--- src/rtl/csc_serializer_pkg.sv ---
// Shared types and width helpers for the mix-output serializer and its FIFO.
package csc_serializer_pkg;

  typedef enum logic {
    IDLE  = 1'b0,
    SHIFT = 1'b1
  } ser_state_t;

  localparam int DEF_NUM_DATA_BITS = 15;
  localparam int DEF_CLK_DIV       = 8;
  localparam int DEF_FIFO_DEPTH    = 4;

  // Counter width for values 0..n-1, never narrower than one bit.
  function automatic int cnt_w(input int n);
    return (n > 1) ? $clog2(n) : 1;
  endfunction

endpackage

--- src/rtl/csc_serializer_if.sv ---
// Bundle between the output formatter, the serializer and the DAC-side serial pins.
interface csc_serializer_if
  import csc_serializer_pkg::*;
#(
  parameter int NUM_DATA_BITS = DEF_NUM_DATA_BITS,
  parameter int FIFO_DEPTH    = DEF_FIFO_DEPTH
);
  // csc_data is captured on every clock where csc_data_en is high; there is no
  // ready, so the producer must keep to the word rate and fifo_full/overflow
  // report when it did not.
  logic [NUM_DATA_BITS-1:0]       csc_data;
  logic                           csc_data_en;
  logic                           ser_clk;
  logic                           ser_data;
  logic                           ser_frame;
  logic                           fifo_full;
  logic                           overflow;
  ser_state_t                     fsm_state;
  logic [cnt_w(FIFO_DEPTH):0]     fifo_level;

  modport master (
    output csc_data, csc_data_en,
    input  ser_clk, ser_data, ser_frame, fifo_full, overflow, fsm_state, fifo_level
  );

  modport slave (
    input  csc_data, csc_data_en,
    output ser_clk, ser_data, ser_frame, fifo_full, overflow, fsm_state, fifo_level
  );

endinterface

--- src/rtl/csc_serializer_sync_fifo.sv ---
// Synchronous FIFO with first-word-fall-through read and registered full/empty flags.
module csc_serializer_sync_fifo
  import csc_serializer_pkg::*;
#(
  parameter  int WIDTH = 8,
  parameter  int DEPTH = 4,
  localparam int PTR_W = cnt_w(DEPTH),
  localparam int CNT_W = PTR_W + 1
) (
  input  logic             clk,
  input  logic             rst,
  input  logic             push,
  input  logic             pop,
  input  logic [WIDTH-1:0] wr_data,
  output logic [WIDTH-1:0] rd_data,
  output logic             full,
  output logic             empty,
  output logic [CNT_W-1:0] count
);

  logic [WIDTH-1:0] mem [DEPTH];
  logic [PTR_W-1:0] wr_ptr;
  logic [PTR_W-1:0] rd_ptr;
  logic [CNT_W-1:0] count_nxt;
  logic             wr_en;
  logic             rd_en;

  // A push into a full FIFO still lands when a pop frees the slot in the same cycle.
  assign wr_en   = push && (!full || pop);
  assign rd_en   = pop && !empty;
  assign rd_data = mem[rd_ptr];

  always_comb begin
    count_nxt = count;
    if (wr_en && !rd_en)      count_nxt = count + 1'b1;
    else if (!wr_en && rd_en) count_nxt = count - 1'b1;
  end

  always_ff @(posedge clk) begin
    if (wr_en) mem[wr_ptr] <= wr_data;
  end

  always_ff @(posedge clk) begin
    if (rst) begin
      wr_ptr <= '0;
      rd_ptr <= '0;
      count  <= '0;
      full   <= 1'b0;
      empty  <= 1'b1;
    end else begin
      if (wr_en) wr_ptr <= wr_ptr + 1'b1;
      if (rd_en) rd_ptr <= rd_ptr + 1'b1;
      count <= count_nxt;
      full  <= (count_nxt == CNT_W'(DEPTH));
      empty <= (count_nxt == '0);
    end
  end

endmodule

--- src/rtl/csc_serializer.sv ---
// Buffers mix words and shifts them out MSB-first on a bit-clock/data/frame serial link.
module csc_serializer
  import csc_serializer_pkg::*;
#(
  parameter int NUM_DATA_BITS = DEF_NUM_DATA_BITS,
  parameter int CLK_DIV       = DEF_CLK_DIV,
  parameter int FIFO_DEPTH    = DEF_FIFO_DEPTH
) (
  input logic              clk,
  input logic              rst,
  csc_serializer_if.slave  bus
);

  localparam int DIV_W = cnt_w(CLK_DIV);
  localparam int BIT_W = cnt_w(NUM_DATA_BITS);
  localparam int CNT_W = cnt_w(FIFO_DEPTH) + 1;
  localparam logic [DIV_W-1:0] DIV_LAST = DIV_W'(CLK_DIV - 1);
  localparam logic [BIT_W-1:0] BIT_MSB  = BIT_W'(NUM_DATA_BITS - 1);

  ser_state_t               state_q, state_n;
  logic [DIV_W-1:0]         div_q, div_n;
  logic [BIT_W-1:0]         bit_q, bit_n;
  logic                     phase_q, phase_n;
  logic [NUM_DATA_BITS-1:0] shift_q, shift_n;
  logic                     ser_clk_q, ser_data_q, ser_frame_q, overflow_q;
  logic                     pop, drop;
  logic                     fifo_full, fifo_empty;
  logic [NUM_DATA_BITS-1:0] fifo_rd;
  logic [CNT_W-1:0]         fifo_count;

  csc_serializer_sync_fifo #(
    .WIDTH (NUM_DATA_BITS),
    .DEPTH (FIFO_DEPTH)
  ) u_fifo (
    .clk     (clk),
    .rst     (rst),
    .push    (bus.csc_data_en),
    .pop     (pop),
    .wr_data (bus.csc_data),
    .rd_data (fifo_rd),
    .full    (fifo_full),
    .empty   (fifo_empty),
    .count   (fifo_count)
  );

  assign drop = bus.csc_data_en && fifo_full && !pop;

  always_comb begin
    state_n = state_q;
    div_n   = div_q;
    bit_n   = bit_q;
    phase_n = phase_q;
    shift_n = shift_q;
    pop     = 1'b0;
    unique case (state_q)
      IDLE: begin
        if (!fifo_empty) begin
          pop     = 1'b1;
          state_n = SHIFT;
          shift_n = fifo_rd;
          bit_n   = BIT_MSB;
          div_n   = '0;
          phase_n = 1'b0;
        end
      end
      SHIFT: begin
        if (div_q != DIV_LAST) begin
          div_n = div_q + 1'b1;
        end else begin
          div_n = '0;
          if (!phase_q) begin
            phase_n = 1'b1;
          end else begin
            phase_n = 1'b0;
            // End of a bit: next bit, next word without a gap, or go quiet.
            if (bit_q != '0) begin
              bit_n   = bit_q - 1'b1;
              shift_n = {shift_q[NUM_DATA_BITS-2:0], 1'b0};
            end else if (!fifo_empty) begin
              pop     = 1'b1;
              shift_n = fifo_rd;
              bit_n   = BIT_MSB;
            end else begin
              state_n = IDLE;
              shift_n = '0;
            end
          end
        end
      end
      default: state_n = IDLE;
    endcase
  end

  always_ff @(posedge clk) begin
    if (rst) begin
      state_q     <= IDLE;
      div_q       <= '0;
      bit_q       <= '0;
      phase_q     <= 1'b0;
      shift_q     <= '0;
      ser_clk_q   <= 1'b0;
      ser_data_q  <= 1'b0;
      ser_frame_q <= 1'b0;
      overflow_q  <= 1'b0;
    end else begin
      state_q     <= state_n;
      div_q       <= div_n;
      bit_q       <= bit_n;
      phase_q     <= phase_n;
      shift_q     <= shift_n;
      ser_clk_q   <= (state_n == SHIFT) && phase_n;
      ser_data_q  <= (state_n == SHIFT) && shift_n[NUM_DATA_BITS-1];
      ser_frame_q <= (state_n == SHIFT) && (bit_n == BIT_MSB);
      overflow_q  <= overflow_q || drop;
    end
  end

  assign bus.ser_clk    = ser_clk_q;
  assign bus.ser_data   = ser_data_q;
  assign bus.ser_frame  = ser_frame_q;
  assign bus.fifo_full  = fifo_full;
  assign bus.overflow   = overflow_q;
  assign bus.fsm_state  = state_q;
  assign bus.fifo_level = fifo_count;

endmodule

--- src/flat_wrapper.sv ---
// flat-port wrapper written by rule: the top's interface ports become plain ports
module csc_serializer_flat import csc_serializer_pkg::*;
#(
  parameter int NUM_DATA_BITS = DEF_NUM_DATA_BITS,
  parameter int CLK_DIV       = DEF_CLK_DIV,
  parameter int FIFO_DEPTH    = DEF_FIFO_DEPTH
)
  (clk, rst, bus_csc_data, bus_csc_data_en, bus_ser_clk, bus_ser_data, bus_ser_frame, bus_fifo_full, bus_overflow, bus_fsm_state, bus_fifo_level);
  csc_serializer_if #(.NUM_DATA_BITS(NUM_DATA_BITS), .FIFO_DEPTH(FIFO_DEPTH)) bus_i ();
  input logic clk;
  input logic rst;
  input wire logic [$bits(bus_i.csc_data)-1:0] bus_csc_data;
  input wire logic [$bits(bus_i.csc_data_en)-1:0] bus_csc_data_en;
  output wire logic [$bits(bus_i.ser_clk)-1:0] bus_ser_clk;
  output wire logic [$bits(bus_i.ser_data)-1:0] bus_ser_data;
  output wire logic [$bits(bus_i.ser_frame)-1:0] bus_ser_frame;
  output wire logic [$bits(bus_i.fifo_full)-1:0] bus_fifo_full;
  output wire logic [$bits(bus_i.overflow)-1:0] bus_overflow;
  output wire logic [$bits(bus_i.fsm_state)-1:0] bus_fsm_state;
  output wire logic [$bits(bus_i.fifo_level)-1:0] bus_fifo_level;
  assign bus_i.csc_data = bus_csc_data;
  assign bus_i.csc_data_en = bus_csc_data_en;
  assign bus_ser_clk = bus_i.ser_clk;
  assign bus_ser_data = bus_i.ser_data;
  assign bus_ser_frame = bus_i.ser_frame;
  assign bus_fifo_full = bus_i.fifo_full;
  assign bus_overflow = bus_i.overflow;
  assign bus_fsm_state = bus_i.fsm_state;
  assign bus_fifo_level = bus_i.fifo_level;
  csc_serializer #(.NUM_DATA_BITS(NUM_DATA_BITS), .CLK_DIV(CLK_DIV), .FIFO_DEPTH(FIFO_DEPTH)) u_core (.clk(clk), .rst(rst), .bus(bus_i));
endmodule
--- config.mk ---
export PLATFORM = sky130hd
export DESIGN_NAME = csc_serializer_flat
export DESIGN_NICKNAME = d
export VERILOG_FILES = /design/src/rtl/csc_serializer_pkg.sv /design/src/rtl/csc_serializer_if.sv /design/src/rtl/csc_serializer_sync_fifo.sv /design/src/rtl/csc_serializer.sv /design/src/flat_wrapper.sv
export SDC_FILE = /design/constraint.sdc
export NUM_CORES = 1
export LEC_CHECK = 0
export CAP_MARGIN = 20
export CORE_MARGIN = 3
export CORE_UTILIZATION = 50
export CTS_CLUSTER_DIAMETER = 40
export DETAILED_ROUTE_END_ITERATION = 6
export PLACE_DENSITY = 0.74
export SYNTH_ARGS = -nofsm -noshare
export SYNTH_HDL_FRONTEND = slang
export SYNTH_SLANG_ARGS = --single-unit
--- constraint.sdc ---
create_clock -name clk -period 3.5 [get_ports clk]
set_input_delay 0.525 -clock clk [delete_from_list [all_inputs] [get_ports clk]]
set_output_delay 0.525 -clock clk [all_outputs]
set_load 0.1 [all_outputs]
==> qor.log, run 1 <==
qor: run_status.status finished clean
qor: clocking.postCtsHoldBufs 0
qor: final_layout.nets 327
qor: die.initial_utilization 52.7%
qor: synth.synth_simple_gate_area_share 8.56%
qor: critical_path.setup.worst_path.class reg2out
qor: synth.netlist_area 3900 um2
qor: synth.synthDistinctLibCells 42
qor: flow_run.maxCapViolations 0
qor: placed_design.placed_cells 388
qor: global_route.pin_count_of_the_biggest_net_entering_global_routing 25
qor: final_layout.commonest_cells_after_routing_fill_and_taps_aside edfxtp_1, dfxtp_1, nor2_1
qor: synth.compound_gate_fraction_of_synth_area 8.85%
qor: critical_path.timing.critical_path.required 2.97 ns
qor: critical_path.crit_buf_inv 1
qor: sta.setup_tns 0 ns
qor: synth.synthAdderAreaFrac 2.89%
qor: critical_path.timing.critical_path.fanout_max 15
qor: detailed_routing.drt_drc_violations_left 0
qor: die.die_width 94.3 um
qor: die.die_area 8900 um2
qor: clocking.tritoncts.num_buffers 9
qor: global_route.number_of_antenna_violations_at_the_first_check_in_global_routing 0
qor: global_route.grt_pass1_wl 10.9 mm
qor: critical_path.longest_individual_stage_delay_on_the_worst_path 1.22 ns
qor: critical_path.setup.worst_path.start_class flop
qor: sta.hold_violation_total_from_the_final_report 0
qor: synth.syn_inst 269
qor: final_layout.final_non_filler_cells 404
qor: final_layout.final_cell_area 4470 um2
qor: critical_path.worst_setup_path_end_kind output port
qor: detailed_routing.detailedRoute.firstPassIterationCount 7
qor: critical_path.cp_top_family buffers and inverters
qor: clocking.cts_resized 0
qor: sta.maximum_frequency_from_static_timing_analysis 0.370 GHz
qor: placed_design.routabilityCongestion 0.841
qor: critical_path.cp_slowest_cell clkdlybuf4s50_1
qor: synth.yosysSeqAreaShare 66.2%
qor: clocking.clock_tree_from_tritoncts yes
qor: die.core-area 7410 um2
qor: synth.yosys.area.top_type edfxtp_1
qor: global_route.grt_pass1_vias 2,264
qor: critical_path.crit_arrival 2.18 ns
qor: synth.synth.yosys.warnings 0
qor: synth.synthMuxAreaShare 9.69%
qor: clocking.numClockSinks 99
qor: synth.synth_top_family_by_area multiplexers
qor: clocking.htreeDepth 3
qor: detailed_routing.drt_iter0_drc 129
qor: sta.grt_setup_unrepaired false
qor: die.die-height 94.3 um
qor: detailed_routing.avgRoutedWirePerCell 16.1 um
qor: clocking.clock_insertion_delay_worst_skew 0.37 ns
qor: clocking.post-cts-setup-buffers 0
qor: sta.timing.final.max_slew_violations 0
qor: pwr.static-leakage-power 1.52 nW
qor: placed_design.io_buffer_count 26
qor: synth.synthesis.nets 296
qor: detailed_routing.dr_total_vias 2,229
qor: sta.worstMarginPinSlew 0.972 ns
qor: placed_design.dp_hpwl 4.39 mm
qor: final_layout.layout-drive-gt1-share 14.1%
qor: pwr.power_per_standard_cell_area 685 nW/um2
qor: sta.fin_crit_sh 77.2%
qor: global_route.global_route.usage.total 16.4%
qor: sta.worst_slew_margin 35.0%
qor: pwr.power.total 3.06 mW
qor: detailed_routing.antenna_violating_nets_post_route 0
qor: hold_path.min_path_type reg2reg
qor: die.num_rows 31
qor: final_layout.mostFrequentLayoutCell edfxtp_1
qor: sta.finalWorstPathRequiredPeriod 2.70 ns
qor: die.boundary_pin_count 27
qor: synth.synth.top_cell.area_share 46.2%
qor: clocking.path_clk_slew 0.09 ns
qor: sta.skew 0.0174 ns
qor: clocking.cts.root.buffer_cell clkbuf_8
qor: final_layout.antenna_cells_inserted 0
qor: detailed_routing.totalWireLength 6.52 mm
qor: synth.avgSynthCellArea 14.5 um2
qor: clocking.clockBufferDepth 2
qor: placed_design.placedInstanceArea 4270 um2
qor: pwr.max-vdd-ir-drop 0.311 mV
qor: final_layout.area.growth.synth_to_final 14.5%
qor: global_route.gr_ovfl_total 0
qor: synth.post_synth_main_area_contributors edfxtp_1, dfxtp_1, mux4_2
qor: critical_path.worstPathCellList clkdlybuf4s50_1
qor: detailed_routing.avgViaCountPerCell 5.52
qor: sta.finalSetupViolations 0
qor: synth.synth.ff_latch_count 99
qor: synth.post_synth_xor_area_fraction 1.12%
area by class of cell:
class / instances / area (um2)
Fill cell: 594 / 2940
Sequential cell: 99 / 2580
Multi-Input combinational cell: 146 / 1210
Timing Repair Buffer: 33 / 313
Clock buffer: 9 / 124
Tap cell: 99 / 124
Clock inverter: 7 / 70.1
Inverter: 11 / 41.3
cell families (layout without fill, tap and decap cells):
| logic type | Yosys count | after routing |
|---|---|---|
| flops | 99 | 99 |
| simple gates | 70 | 70 |
| compound gates | 43 | 43 |
| buf+inv | 24 | 60 |
| mux | 19 | 19 |
| fa+ha+maj | 9 | 9 |
| xor+xnor | 5 | 5 |
synth_stat cells, drive strengths merged:
master   number
a21oi         8
nand3b        1
or3b          2
a221oi        1
a311oi        2
edfxtp       60
nor3          2
a222oi       14
xnor2         3
and2          5
o21ai         5
a22oi         1
o22ai         1
xor2          2
and3          1
a2111oi       1
nor3b         4
o21a          1
buf           6
or2           1
inv          11
a211oi        2
ha            9
dfxtp        39
nand3         4
o21bai        1
nor2b         4
o311ai        1
clkbuf        7
mux4         15
nor2         35
mux2i         4
nand2        10
o31ai         3
nor4b         1
a31oi         2
path summary, 6_finish.rpt:
| check | slack [ns] | startpoint | depth (start not counted) | end |
|---|---|---|---|---|
| setup / recovery | 0.80 | u_core.bus.fsm_state | 1 | bus_fsm_state |
| hold / removal | 0.48 | u_core.bus.overflow | 2 | u_core.bus.overflow |
| setup reg to reg | 0.89 | u_core.bit_q[0] | 6 | u_core.u_fifo.mem[2][8] |
| hold reg to reg | 0.48 | u_core.bus.overflow | 2 | u_core.bus.overflow |
per-stage QoR:
step	hold WS, ns	util, %	worst slack [ns]
finish	0.483	60.3	0.797
floorplan	0.466	-	1.07
global placement	0.457	57.7	0.909
global route	0.548	60.3	0.695
CTS	0.494	60.3	0.788
detailed placement	0.467	57.7	0.865
registers in the layout, indices dropped and copies added, names as in the netlist, named ones only:
register	cells
u_core.u_fifo.mem	60
u_core.phase_q	1
u_core.u_fifo.rd_ptr	2
u_core.bus.fsm_state	1
u_core.bus.overflow	1
u_core.shift_q	15
u_core.bus.ser_data	1
u_core.bit_q	4
u_core.u_fifo.wr_ptr	2
u_core.u_fifo.empty	1
u_core.bus.ser_frame	1
u_core.u_fifo.full	1
u_core.div_q	3
u_core.u_fifo.count	3
u_core.bus.ser_clk	1
metal layers:
layer | track usage [%] | vias up | routed length (um)
met5 | 0 | - | 0
met4 | 6.14 | 0 | 93
met3 | 4.70 | 9 | 289
met2 | 27.1 | 53 | 3290
met1 | 20.5 | 1069 | 2850
li1 | - | 1098 | -
power by group:
group | switching [mW] | internal [mW] | total, mW
clock network | 0.417 | 0.281 | 0.698
logic | 0.493 | 0.359 | 0.851
registers | 0.121 | 1.39 | 1.51
total | 1.03 | 2.03 | 3.06
Power figures use the tool's default switching activity.
==> inputs of run 2 (changes only) <==
--- a/config.mk
+++ b/config.mk
@@ -10,7 +10,7 @@
 export CORE_UTILIZATION = 50
 export CTS_CLUSTER_DIAMETER = 40
 export DETAILED_ROUTE_END_ITERATION = 6
-export PLACE_DENSITY = 0.74
+export PLACE_DENSITY = 0.77
 export SYNTH_ARGS = -nofsm -noshare
 export SYNTH_HDL_FRONTEND = slang
 export SYNTH_SLANG_ARGS = --single-unit
==> constraint.sdc (replaced) <==
create_clock -name clk -period 2.3 [get_ports clk]
set_input_delay 0.345 -clock clk [delete_from_list [all_inputs] [get_ports clk]]
set_output_delay 0.345 -clock clk [all_outputs]
set_load 0.1 [all_outputs]
==> run 2 against run 1 <==
Against the previous run: cell area is 0.78% higher; global-route usage fell by 0.068 points; register-to-register slack got worse by 0.76 ns; first-iteration DRC count grew 150%; worst setup slack worse by 0.67 ns; clock power rose by 37%; sequential share of layout area is 0.45 points lower; critical path depth grew 7.
==> qor.log, run 2 (same netlist as run 1, synthesis figures left out) <==
qor: clocking.cts.root.buffer_cell clkbuf_8 [unchanged]
qor: die.core-area 7410 um2 [unchanged]
qor: run_status.status finished clean [unchanged]
qor: sta.fin_crit_sh 94.4%
qor: final_layout.commonest_cells_after_routing_fill_and_taps_aside edfxtp_1, dfxtp_1, nor2_1 [unchanged]
qor: sta.final_critical_path_setup_slack 0.128 ns [was 0.797 ns]
qor: placed_design.placedInstanceArea 4320 um2 [was 4270 um2]
qor: final_layout.n_fill_cell 549 [was 594]
qor: final_layout.top_register u_core.u_fifo.mem [unchanged]
qor: detailed_routing.drt_iter0_drc 319 [was 129]
qor: hold_path.min_path_type reg2reg [unchanged]
qor: placed_design.dp_worst_setup_slack 0.0481 ns [was 0.865 ns]
qor: hold_path.timing.hold.worst_endpoint u_core.bus.overflow [unchanged]
qor: global_route.gr-usage-met3 3.98% [was 4.70%]
qor: global_route.grt_util_met2 26.1% [was 27.1%]
qor: final_layout.area.growth.synth_to_final 15.4% [was 14.5%]
qor: sta.hold_violation_total_from_the_final_report 0 [unchanged]
qor: hold_path.worst_hold_startpoint u_core.bus.overflow [unchanged]
qor: global_route.grt_pass1_wl 11.0 mm [was 10.9 mm]
qor: sta.grt_setup_unrepaired false [unchanged]
qor: detailed_routing.avgViaCountPerCell 5.56 [was 5.52]
qor: placed_design.dp_hpwl 4.42 mm [was 4.39 mm]
qor: clocking.cts_resized 0 [unchanged]
qor: clocking.clock_insertion_delay_worst_skew 0.36 ns [was 0.37 ns]
qor: pwr.static-leakage-power 1.56 nW [was 1.52 nW]
qor: critical_path.timing.critical_path.required 2.55 ns [was 2.97 ns]
qor: critical_path.worst_setup_path_end_kind flop [was output port]
qor: sta.worstMarginPinSlew 0.587 ns [was 0.972 ns]
qor: critical_path.worstPathCellList inv_1, ha_1, or3b_4, o31ai_4, buf_12, mux2i_2, xor2_1, o21bai_2 [was clkdlybuf4s50_1]
qor: detailed_routing.antenna_violating_nets_post_route 0 [unchanged]
qor: die.num_rows 31 [unchanged]
qor: final_layout.nets 330 [was 327]
qor: sta.timing.final.max_slew_violations 0 [unchanged]
qor: final_layout.antenna_cells_inserted 0 [unchanged]
qor: global_route.grt_busiest_layer met2 [unchanged]
qor: clocking.htreeDepth 3 [unchanged]
qor: global_route.met1_usage 21.4% [was 20.5%]
qor: clocking.post-cts-setup-buffers 0 [unchanged]
qor: clocking.path_clk_slew 0.09 ns [about the same]
qor: die.die_area 8900 um2 [unchanged]
qor: die.die-height 94.3 um [unchanged]
qor: placed_design.io_buffer_count 26 [unchanged]
qor: detailed_routing.totalWireLength 6.70 mm [was 6.52 mm]
qor: sta.fin_hold_ws 0.482 ns [was 0.483 ns]
qor: sta.setup_tns 0 ns [unchanged]
qor: final_layout.final_cell_area 4500 um2 [was 4470 um2]
qor: placed_design.routabilityCongestion 0.897 [was 0.841]
qor: global_route.grt_pass1_vias 2,274 [was 2,264]
qor: die.die_width 94.3 um [unchanged]
qor: critical_path.worstReg2RegStart u_core.bit_q[0] [unchanged]
qor: detailed_routing.detailedRoute.firstPassIterationCount 7 [unchanged]
qor: global_route.number_of_antenna_violations_at_the_first_check_in_global_routing 0 [unchanged]
qor: sta.skew 0.00428 ns [was 0.0174 ns]
qor: sta.worst_slew_margin 60.8% [was 35.0%]
qor: detailed_routing.drt_drc_violations_left 0 [unchanged]
qor: global_route.pin_count_of_the_biggest_net_entering_global_routing 37 [was 25]
qor: critical_path.reg2reg_depth 8 [was 6]
qor: detailed_routing.dr_total_vias 2,264 [was 2,229]
qor: sta.finalSetupViolations 0 [unchanged]
qor: critical_path.crit_arrival 2.42 ns [was 2.18 ns]
qor: pwr.power_per_standard_cell_area 1020 nW/um2 [was 685 nW/um2]
qor: critical_path.longest_individual_stage_delay_on_the_worst_path 0.40 ns [was 1.22 ns]
qor: final_layout.largest_registers u_core.u_fifo.mem: 60 flops, u_core.shift_q: 15 flops, u_core.bit_q: 4 flops [unchanged]
qor: critical_path.capture_point_of_the_worst_reg_to_reg_path u_core.u_fifo.empty [was u_core.u_fifo.mem[2][8]]
qor: die.initial_utilization 52.7% [unchanged]
qor: clocking.tritoncts.num_buffers 9 [unchanged]
qor: global_route.gr_ovfl_total 0 [unchanged]
qor: global_route.global_route.usage.total 16.3% [was 16.4%]
qor: sta.finalWorstPathRequiredPeriod 2.17 ns
qor: critical_path.setup.worst_path.start_class flop [unchanged]
qor: critical_path.setup.worst_path.class reg2reg [was reg2out]
qor: hold_path.worst_hold_path.num_cells 2 [unchanged]
qor: final_layout.mostFrequentLayoutCell edfxtp_1 [unchanged]
qor: clocking.postCtsHoldBufs 0 [unchanged]
qor: pwr.power.total 4.61 mW [was 3.06 mW]
qor: sta.maximum_frequency_from_static_timing_analysis 0.460 GHz
qor: critical_path.cp_slowest_cell or3b_4 [was clkdlybuf4s50_1]
qor: flow_run.maxCapViolations 0 [unchanged]
qor: clocking.numClockSinks 99 [unchanged]
qor: critical_path.worst-r2r-setup-slack 0.13 ns [was 0.89 ns]
qor: pwr.max-vdd-ir-drop 0.514 mV [was 0.311 mV]
qor: clocking.clockBufferDepth 2 [unchanged]
qor: die.boundary_pin_count 27 [unchanged]
qor: critical_path.timing.critical_path.fanout_max 24 [was 15]
qor: clocking.clock_tree_from_tritoncts yes [unchanged]
qor: final_layout.layout-drive-gt1-share 18.8% [was 14.1%]
qor: final_layout.max_ffs_per_register 60 [unchanged]
qor: detailed_routing.avgRoutedWirePerCell 16.5 um [was 16.1 um]
-- run 2: cell types whose count changed in the layout (fill, tap and decap cells not counted), moves of 3 or more --
cell / delta
clkdlybuf4s50_1: -9
buf_4: +8
and2_2: +3
clkinv_1: +3
buf_12: +4
and2_1: -4
-- run 2: area by class of cell --
cell class                      count  area, um2  share of cell area (%)
Sequential cell                    99       2580                    57.3
Multi-Input combinational cell    146       1230                    27.2
Timing Repair Buffer               36        363                    8.06
Clock buffer                        9        124                    2.75
Tap cell                           99        124                    2.75
Clock inverter                      7       42.5                   0.945
Inverter                           11       41.3                   0.917
-- run 2: worst max path at each step --
stage / slack [ns] / depth (start not counted) / startpoint / endpoint
after floorplan: 0.04 / 6 / u_core.bit_q[0] / u_core.u_fifo.mem[0][0]
after global placement: 0.14 / 8 / u_core.bit_q[0] / u_core.u_fifo.empty
after detailed placement: 0.05 / 8 / u_core.bit_q[0] / u_core.u_fifo.empty
after CTS: 0.03 / 8 / u_core.bit_q[0] / u_core.u_fifo.empty
after global routing: 0.003 / 8 / u_core.bit_q[0] / u_core.u_fifo.empty
final: 0.13 / 8 / u_core.bit_q[0] / u_core.u_fifo.empty
-- run 2: routing by layer --
metal  wire length (um)  up-vias
met5                  0        -
met2               3250       50
met3                244        8
met4                 93        0
li1                   -     1100
met1               3110     1106
-- run 2: power by group --
part,total [mW],switching (mW),internal (mW)
logic,1.36,0.773,0.582
registers,2.30,0.184,2.12
clock network,0.955,0.568,0.388
-- run 2: worst max-delay path: cells and delay by family, from the launching register on --
family                   cells  cell delay, ns
AO/OA/AOI/OAI                2            0.37
XOR/XNOR                     1            0.21
adder cells (fa/ha/maj)      1            0.17
buffers and inverters        2            0.27
flip-flops                   1            0.35
multiplexers                 1            0.29
AND/OR/NAND/NOR              1            0.40
-- run 2: metrics by stage --
| step | utilization [%] | instances |
|---|---|---|
| after floorplan | - | 269 |
| after global placement | 58.3 | 391 |
| after detailed placement | 58.3 | 391 |
| after CTS | 60.5 | 407 |
| after global routing | 60.8 | 407 |
| final | 60.8 | 407 |
